File: config.mk
export PLATFORM = sky130hd
export DESIGN_NAME = inst_fetch_unit_flat
export DESIGN_NICKNAME = d
export VERILOG_FILES = /design/src/rtl/inst_fetch_unit_if.sv /design/src/rtl/inst_fetch_unit.sv /design/src/flat_wrapper.sv
export SDC_FILE = /design/constraint.sdc
export NUM_CORES = 1
export LEC_CHECK = 0
export ABC_AREA = 1
export CAP_MARGIN = 0
export CORE_ASPECT_RATIO = 0.7
export CORE_MARGIN = 8
export CORE_UTILIZATION = 35
export CTS_BUF_LIST = sky130_fd_sc_hd__clkbuf_2 sky130_fd_sc_hd__clkbuf_4 sky130_fd_sc_hd__clkbuf_8
export DETAILED_ROUTE_END_ITERATION = 8
export GPL_ROUTABILITY_DRIVEN = 0
export REMOVE_ABC_BUFFERS = 1
export SYNTH_ARGS = -nofsm -noshare
export SYNTH_HDL_FRONTEND = slang
export SYNTH_SLANG_ARGS = --single-unit
File: constraint.sdc
create_clock -name clk -period 5.65 [get_ports clk]
set_clock_uncertainty 0.05 [all_clocks]
set_input_delay 0.8475 -clock clk [delete_from_list [all_inputs] [get_ports clk]]
set_output_delay 0.8475 -clock clk [all_outputs]
set_load 0.005 [all_outputs]
File: src/rtl/inst_fetch_unit_if.sv
// Instruction-fetch bus between the fetch unit and its neighbours.
//   addr           fetch address to the combinational instruction memory
//   instruction    word returned for addr in the same cycle
//   redirect_valid branch/jump taken this cycle
//   redirect_pc    redirect target (byte address)
//   out_valid      prefetch FIFO head valid
//   out_instr      head instruction
//   out_pc         head PC
//   out_ready      decode accepts the head
// master = fetch unit; slave = memory/decode side.
interface inst_fetch_unit_if;
    logic [31:0] addr;
    logic [31:0] instruction;
    logic        redirect_valid;
    logic [31:0] redirect_pc;
    logic        out_valid;
    logic [31:0] out_instr;
    logic [31:0] out_pc;
    logic        out_ready;

    modport master (
        output addr, out_valid, out_instr, out_pc,
        input  instruction, redirect_valid, redirect_pc, out_ready
    );

    modport slave (
        input  addr, out_valid, out_instr, out_pc,
        output instruction, redirect_valid, redirect_pc, out_ready
    );
endinterface

File: src/rtl/inst_fetch_unit.sv
// Instruction fetch unit: owns the PC, fetches one word per cycle from a
// combinational instruction memory into a small prefetch FIFO and hands the
// FIFO head to decode over a valid/ready handshake. Supports redirect with
// flush, backpressure and halting after END_ADDR.
// Ports:
//   clk    rising-edge clock
//   rst_n  asynchronous active-low reset
//   en     start request (IDLE) / return-to-IDLE request (HALT, FIFO empty)
//   bus    inst_fetch_unit_if.master (memory address/data, redirect, output handshake)
//   busy   state is FETCH
//   done   state is HALT and FIFO is empty
//
// state   | meaning
// --------+-------------------------------------------------------------
// IDLE    | waiting for en; PC parked at RESET_PC, no fetching
// FETCH   | one word pushed per cycle whenever the FIFO can take it
// HALT    | END_ADDR fetched; FIFO drains, wait for redirect or en
module inst_fetch_unit #(
    parameter logic [31:0] RESET_PC   = 32'h0000_0000,
    parameter int unsigned PC_STEP    = 4,
    parameter logic [31:0] END_ADDR   = 32'h0000_001C,
    parameter int unsigned FIFO_DEPTH = 2
) (
    input  logic               clk,
    input  logic               rst_n,
    input  logic               en,
    inst_fetch_unit_if.master  bus,
    output logic               busy,
    output logic               done
);

    localparam logic [1:0] S_IDLE  = 2'd0;
    localparam logic [1:0] S_FETCH = 2'd1;
    localparam logic [1:0] S_HALT  = 2'd2;

    localparam int PW = $clog2(FIFO_DEPTH);
    localparam int CW = PW + 1;
    localparam logic [CW-1:0] DEPTH_C = CW'(FIFO_DEPTH);

    logic [1:0]    state;
    logic [31:0]   pc;
    logic [CW-1:0] count;
    logic [PW-1:0] wptr;
    logic [PW-1:0] rptr;

    logic [31:0] pc_mem    [FIFO_DEPTH];
    logic [31:0] instr_mem [FIFO_DEPTH];

    logic        redirect;
    logic        pop;
    logic        push;
    logic        full;
    logic        last;
    logic [31:0] pc_inc;

    assign redirect = bus.redirect_valid && (state != S_IDLE);
    assign pop      = bus.out_valid && bus.out_ready;
    assign full     = (count == DEPTH_C);
    // A pop in the same cycle frees a slot, so a full FIFO can still accept.
    assign push     = (state == S_FETCH) && !redirect && (!full || pop);
    assign pc_inc   = pc + 32'(PC_STEP);
    // pc_inc wraps modulo 2^32, so a fetch at the top of the address space
    // continues at zero rather than halting.
    assign last     = (pc == END_ADDR) || (pc_inc > END_ADDR);

    always_ff @(posedge clk or negedge rst_n) begin
        if (!rst_n) begin
            state <= S_IDLE;
            pc    <= RESET_PC;
            count <= '0;
            wptr  <= '0;
            rptr  <= '0;
        end else if (redirect) begin
            // Flush wins over the concurrent pop; the word fetched this cycle is dropped.
            state <= S_FETCH;
            pc    <= {bus.redirect_pc[31:2], 2'b00};
            count <= '0;
            wptr  <= '0;
            rptr  <= '0;
        end else begin
            case (state)
                S_IDLE:  if (en) state <= S_FETCH;
                S_FETCH: if (push && last) state <= S_HALT;
                S_HALT: begin
                    if (en && count == '0) begin
                        state <= S_IDLE;
                        pc    <= RESET_PC;
                    end
                end
                default: state <= S_IDLE;
            endcase
            if (push) begin
                pc   <= pc_inc;
                wptr <= wptr + 1'b1;
            end
            if (pop) rptr <= rptr + 1'b1;
            case ({push, pop})
                2'b10:   count <= count + 1'b1;
                2'b01:   count <= count - 1'b1;
                default: count <= count;
            endcase
        end
    end

    always_ff @(posedge clk) begin
        if (push) begin
            pc_mem[wptr]    <= pc;
            instr_mem[wptr] <= bus.instruction;
        end
    end

    assign bus.addr      = pc;
    assign bus.out_valid = (count != '0);
    // Storage is not reset; gate the head so an empty FIFO presents zeros.
    assign bus.out_pc    = bus.out_valid ? pc_mem[rptr]    : '0;
    assign bus.out_instr = bus.out_valid ? instr_mem[rptr] : '0;
    assign busy          = (state == S_FETCH);
    assign done          = (state == S_HALT) && (count == '0);

    assert property (@(posedge clk) disable iff (!rst_n) count <= DEPTH_C);

endmodule

File: src/flat_wrapper.sv
// flat-port wrapper written by rule: the top's interface ports become plain ports
module inst_fetch_unit_flat 
#(
    parameter logic [31:0] RESET_PC   = 32'h0000_0000,
    parameter int unsigned PC_STEP    = 4,
    parameter logic [31:0] END_ADDR   = 32'h0000_001C,
    parameter int unsigned FIFO_DEPTH = 2
)
  (clk, rst_n, en, busy, done, bus_addr, bus_out_valid, bus_out_instr, bus_out_pc, bus_instruction, bus_redirect_valid, bus_redirect_pc, bus_out_ready);
  inst_fetch_unit_if bus_i ();
  input  logic clk;
  input  logic rst_n;
  input  logic en;
  output logic busy;
  output logic done;
  output wire logic [$bits(bus_i.addr)-1:0] bus_addr;
  output wire logic [$bits(bus_i.out_valid)-1:0] bus_out_valid;
  output wire logic [$bits(bus_i.out_instr)-1:0] bus_out_instr;
  output wire logic [$bits(bus_i.out_pc)-1:0] bus_out_pc;
  input wire logic [$bits(bus_i.instruction)-1:0] bus_instruction;
  input wire logic [$bits(bus_i.redirect_valid)-1:0] bus_redirect_valid;
  input wire logic [$bits(bus_i.redirect_pc)-1:0] bus_redirect_pc;
  input wire logic [$bits(bus_i.out_ready)-1:0] bus_out_ready;
  assign bus_addr = bus_i.addr;
  assign bus_out_valid = bus_i.out_valid;
  assign bus_out_instr = bus_i.out_instr;
  assign bus_out_pc = bus_i.out_pc;
  assign bus_i.instruction = bus_instruction;
  assign bus_i.redirect_valid = bus_redirect_valid;
  assign bus_i.redirect_pc = bus_redirect_pc;
  assign bus_i.out_ready = bus_out_ready;
  inst_fetch_unit #(.RESET_PC(RESET_PC), .PC_STEP(PC_STEP), .END_ADDR(END_ADDR), .FIFO_DEPTH(FIFO_DEPTH)) u_core (.clk(clk), .rst_n(rst_n), .en(en), .bus(bus_i), .busy(busy), .done(done));
endmodule
==> impl_results.md, run 1 <==
* Result of the run: complete, no violations
* Number of synthesized register bits at 160
* Post-detailed-route DRC marker count at 0
* Worst skew pair latency at 0.45 ns
* CTS Buf Count at 17
* Core area at 0.02081 mm²
* Largest area contributor in the netlist: edfxtp_1
* Post-synth top cells: nand2_1, edfxtp_1, a21oi_1, nor2_1, inv_1
* Slew Viols, Final at 0
* Asr flop ratio synth at 22.50%
* First-pass GRT wire length at between 30,000 and 40,000 µm
* Final #Nets at 1,005
* Initial antenna violation count at 0
* VDD IR max at 0.2252 mV
* Tcrit/Tclk final at 64.32%
* Area Overhead vs Synth at 30.85%
* Post-synth EDFFs at 124
* Pwr dens at 502.8 mW/mm²
* # diodes at 0
* Hold-fix buffers at CTS at 0
* Ys flop type: edfxtp_1
* DRT Wirelength at between 20,000 and 25,000 µm
* Initial drt markers at 438
* Area of the multi-input gates at 0.002537 mm²
* Post-CTS sizing at 0
* Mapped cell area at around 0.0074 mm²
* Final Hold Vio Count at 0
* ANT nets after route at 0
* Max Fclk at 275.2 MHz
* RSZ-0062 raised after global routing: false
* Number of global-route vias before repair at 5,538
* Mapped Cells at 772
* Count of cell types in the netlist at 34
* Pin count of the biggest net entering global routing at 65
* First drt pass iteration count at 5
* Tot GR Track Use at 15.52%
* H-Tree Depth at 4
* Root Buffer: clkbuf_8
* Worst Path Max Fanout at 37
* Yosys warning count at 0
* Share of cells above drive strength 1 at 8.475%
* Crit path kind: reg -> out
* I/O Buffers at roughly 160
* Crit end category: output pin
* Die area at approximately 0.026 mm²
* Vias/cell at 4.790
* Final WS setup at 2.016 ns
* Synth area leaders: edfxtp_1, nand2_1, dfrtp_1, a21oi_1, nor2_1
* Post-DP HPWL at 14,390 µm
* Initial Util at between 30% and 40%
* Sequential fraction of the synthesis area at between 60% and 70%
* Clock slew at reported path FFs at around 0.08 ns
* Sequential cell area at 0.004626 mm²
* Final Setup Violations at 0
* Critical path startpoint category: flip-flop
* Leak at about 3.7 nW
* Hold WC Path Type: in -> async
* Post-CTS Repair Setup Buffers at 0
* MaxCap Viol Count at 0
* Vias after detailed routing at ~6,000
* Die width at around 190 µm
* FILL cells at 2,008
* CP arrival at 2.74 ns
* Placed Cells at about 1,200
* Most common cell in the netlist: nand2_1
* Tot Pwr at 4.899 mW
* WL/cell at 16.90 µm
* Top-Level Pins at roughly 170
* Top cell type's share of synthesized area at 50.01%
* Worst Path Required at 4.75 ns
* Clk sinks at 160
* Syn avg cell area at 9.645 µm²
* Global route overflow at 0
* Post-place setup slack at 2.435 ns
* Final std cells w/o fill at between 1,000 and 1,500
* Period minus WS final at roughly 3.6 ns
* Final TNS setup at 0 ns
* CTS max path bufs at 2
* Actual slew at the worst max-slew pin at a little under 1 ns
* Relative slew slack at between 30% and 40%
* Die H at ~140 µm
* CTS tree: built
* Row cnt at 44
## kinds of logic after synthesis
logic type | synth area share, %
compound gates | 8.267
xor+xnor | 1.176
fa+ha+maj | 0.6722
buf+inv | 4.520
flops | 62.11
other cells | 0.05036
simple gates | 23.21
## worst paths after layout
check | start | end | slack, ns | cells past startpoint
worst max register to register | u_core.bus.addr[2]$_DFFE_PN0P_ | u_core.state[0]$_DFFE_PN0P_ | 3.00 | 14
max in group asynchronous | rst_n | u_core.rptr$_DFFE_PN0P_ | 4.50 | 1
worst min register to register | u_core.bus.addr[26]$_DFFE_PN0P_ | u_core.pc_mem[0][26]$_DFFE_PP_ | 0.52 | 0
worst min-delay path | rst_n | u_core.count[0]$_DFFE_PN0P_ | 0.45 | 1
worst max-delay path | u_core.count[1]$_DFFE_PN0P_ | bus_out_pc[14] | 2.02 | 4
min in group clk | u_core.bus.addr[26]$_DFFE_PN0P_ | u_core.pc_mem[0][26]$_DFFE_PP_ | 0.52 | 0
## power breakdown
group / internal [mW] / switching, mW / leakage, nW / total [mW]
clock: 0.352 / 0.444 / 0.176 / 0.797
sequential: 1.68 / 0.351 / 1.58 / 2.03
combinational: 0.943 / 1.13 / 1.95 / 2.08
total: 2.97 / 1.93 / 3.70 / 4.90
## metrics by stage
stage / util, % / hold WS (ns) / cell area (µm²)
6_report: 46.82 / 0.4539 / 9743
5_1_grt: 46.82 / 0.4981 / 9743
4_1_cts: 46.82 / 0.4570 / 9743
3_5_place_dp: 45.06 / 0.4973 / 9378
3_3_place_gp: 45.06 / 0.5040 / 9378
2_1_floorplan: - / 0.4345 / 7308
## routing by layer
layer / vias up / track usage (%) / part of all wire [%]
li1: 2907 / - / -
met1: 2726 / 23.39 / 51
met2: 197 / 21.65 / 41
met3: 14 / 4.472 / 7.5
met4: 0 / 2.932 / 0.62
met5: - / 0 / 0
## critical path, cell delays in order (launching register included)
cell             delay [ns]
dfrtp_1                0.45
nor2_4                 0.79
buf_4                  0.45
a21oi_1                0.07
clkdlybuf4s50_1        0.49
## cell usage in the layout (no fill, tap or decap), drive strengths merged, types with 5 or more instances in the layout
cell           Yosys  final
edfxtp           124    124
nand3             35     35
clkdlybuf4s50      0    160
o21ai              8      8
nand2            291    291
clkbuf            25     17
nor2              65     65
nor3               5      5
inv               49     55
nand4             11     11
a21oi             71     71
buf                8     11
dfrtp             36     36
o211ai            18     18
a221oi             5      5
xor2               8      8
## flip-flops by register name (all words and copies together) (netlist names)
name and cells:
u_core.instr_mem 64, u_core.pc_mem 60, u_core.bus.addr 30, u_core.count 2, u_core.state 2, u_core.rptr 1, u_core.wptr 1
## layout make-up
| class | count | share of cell area, % |
|---|---|---|
| multi-input combinational | 532 | 26.04 |
| tap | 276 | 3.544 |
| inverter | 50 | 1.926 |
| clock buffer | 17 | 2.401 |
| timing repair buffer | 171 | 17.26 |
| clock inverter | 14 | 1.348 |
| sequential | 160 | 47.48 |
Power figures use the tool's default switching activity.
==> run 2, diff against run 1 <==
clock period = 3 ns   (was 5.65 ns; I/O delays follow)
==> impl_results.md, run 2 (synthesis gave the netlist of run 1 again) <==
* Number of global-route vias before repair at 5,640 (+1.8%)
* FF-to-FF path depth at 14 (unchanged)
* CTS Buf Count at 17 (unchanged)
* Initial antenna violation count at 1 (+1)
* Pwr dens at 962.9 mW/mm² (+92%)
* Initial drt markers at 375 (-14%)
* Relative slew slack at 41.61% (+7.9 points)
* DRT Wirelength at 20,840 µm (+1.0%)
* Crit end category: output pin
* MaxCap Viol Count at 0 (unchanged)
* R2r setup slk at 0.50 ns (-2.50 ns)
* Row cnt at 44 (unchanged)
* VDD IR max at 0.4588 mV (+100%)
* Post-CTS Repair Setup Buffers at 0 (unchanged)
* First drt pass iteration count at 4 (-1)
* Worst setup endpoint: bus_out_pc[12]
* ANT nets after route at 0 (unchanged)
* I/O Buffers at 161 (unchanged)
* Hold-fix buffers at CTS at 0 (unchanged)
* Vias after detailed routing at 5,828 (-0.27%)
* Crit path kind: reg -> out
* Worst Path Max Fanout at 35 (-5.4%)
* Core area at 0.02081 mm² (unchanged)
* # diodes at 0 (unchanged)
* Commonest non-fill, non-tap cells in the layout: nand2_1, clkdlybuf4s50_1, edfxtp_1, a21oi_1, nor2_1
* Actual slew at the worst max-slew pin at 0.8758 ns (-0.1155 ns)
* Final core utilization at 47.53% (+0.72 points)
* CP arrival at 2.13 ns (-0.61 ns)
* Top-Level Pins at 168 (unchanged)
* Worst R2R Start: u_core.bus.addr[3]$_DFFE_PN0P_
* Most flops, register: u_core.instr_mem
* Share of cells above drive strength 1 at 8.957% (+0.48 points)
* Area Overhead vs Synth at 32.85%
* Max FFs per register at 64 (unchanged)
* H-Tree Depth at 4 (unchanged)
* Die H at 138.0 µm (unchanged)
* Most common cell after layout, fill and taps aside: nand2_1
* Post-DP HPWL at 14,490 µm (+0.72%)
* Slew Viols, Final at 0 (unchanged)
* Final std cells w/o fill at 1,225 (+0.41%)
* Die area at 0.02627 mm² (unchanged)
* Worst Path Required at 2.50 ns (-2.25 ns)
* Final #Nets at 1,009 (+0.40%)
* Global route overflow at 0 (unchanged)
* Final TNS setup at 0 ns (unchanged)
* Tot Pwr at 9.525 mW (+94%)
* Leak at 3.776 nW (+2.0%)
* WL/cell at 17.01 µm (+0.63%)
* Tcrit/Tclk final at 87.76%
* CTS tree: built
* First-pass GRT wire length at 32,630 µm (+1.4%)
* Pin count of the biggest net entering global routing at 63 (-3.1%)
* Post-CTS sizing at 0 (unchanged)
* RSZ-0062 raised after global routing: false
* Post-detailed-route DRC marker count at 0 (unchanged)
* Clock slew at reported path FFs at 0.09 ns (about the same)
* Tot GR Track Use at 15.82% (+0.30 points)
* Max Fclk at between 300 and 400 MHz
* Root Buffer: clkbuf_8
* Placed Cells at 1,193 (+0.34%)
* Hold WC Path Type: in -> async
* Critical path startpoint category: flip-flop
* Result of the run: complete, no violations
* Clk sinks at 160 (unchanged)
* Final Setup Violations at 0 (unchanged)
* Final Hold Vio Count at 0 (unchanged)
* Initial Util at 35.78% (unchanged)
* Reg-to-Reg End: u_core.state[0]$_DFFE_PN0P_
* CTS max path bufs at 2 (unchanged)
* Worst skew pair latency at 0.45 ns (about the same)
* Vias/cell at 4.758 (-0.68%)
* Period minus WS final at approximately 2.6 ns
* Die width at 190.3 µm (unchanged)
* Crit. Startpoint: u_core.count[1]$_DFFE_PN0P_
## run 2: per-layer routing
| metal | GRT usage, % | routed length, µm | up-vias |
|---|---|---|---|
| li1 | - | - | 2917 |
| met1 | 23.18 | 10520 | 2717 |
| met2 | 22.21 | 8552 | 180 |
| met3 | 4.925 | 1593 | 12 |
| met4 | 3.827 | 160 | 2 |
| met5 | 0 | 13 | - |
## run 2: report_power, final
group          switching (mW)  leakage [nW]  total (mW)  internal, mW
Clock                   0.852         0.218        1.71         0.863
Combinational            2.19          1.98        4.02          1.84
Sequential              0.635          1.58        3.79          3.15
## run 2: worst min path at each step
| stage | from | to | slack (ns) | cells past startpoint |
|---|---|---|---|---|
| finish | rst_n | u_core.state[1]$_DFFE_PN0P_ | 0.05 | 1 |
| global route | rst_n | u_core.bus.addr[2]$_DFFE_PN0P_ | 0.11 | 1 |
| CTS | rst_n | u_core.count[0]$_DFFE_PN0P_ | 0.05 | 1 |
| detailed placement | u_core.bus.addr[26]$_DFFE_PN0P_ | u_core.pc_mem[1][26]$_DFFE_PP_ | 0.51 | 0 |
| global placement | u_core.bus.addr[26]$_DFFE_PN0P_ | u_core.pc_mem[1][26]$_DFFE_PP_ | 0.50 | 0 |
| floorplan | rst_n | u_core.bus.addr[10]$_DFFE_PN0P_ | 0.10 | 0 |
## run 2: layout make-up
cell class	instances	area [µm²]
Multi-Input combinational cell	532	2532
Inverter	50	187.7
Clock buffer	18	241.5
Clock inverter	14	197.7
Tap cell	276	345.3
Fill cell	1986	10920
Sequential cell	160	4626
Timing Repair Buffer	175	1762
## run 2: worst max-delay path, stage by stage, from the launching register on
cell             delay, ns
dfrtp_1               0.46
nor2_4                0.18
buf_4                 0.39
a21oi_1               0.08
clkdlybuf4s50_1       0.53
## run 2: through the flow
| step | setup slack, ns | instance area [µm²] | hold WS [ns] |
|---|---|---|---|
| after global placement | 0.5519 | 9453 | 0.5043 |
| final | 0.3672 | 9892 | 0.05204 |
| after CTS | 0.3017 | 9892 | 0.04821 |
| after floorplan | -1.939 | 7308 | 0.1044 |
| after detailed placement | 0.5265 | 9453 | 0.5057 |
| after global routing | 0.2485 | 9892 | 0.1058 |
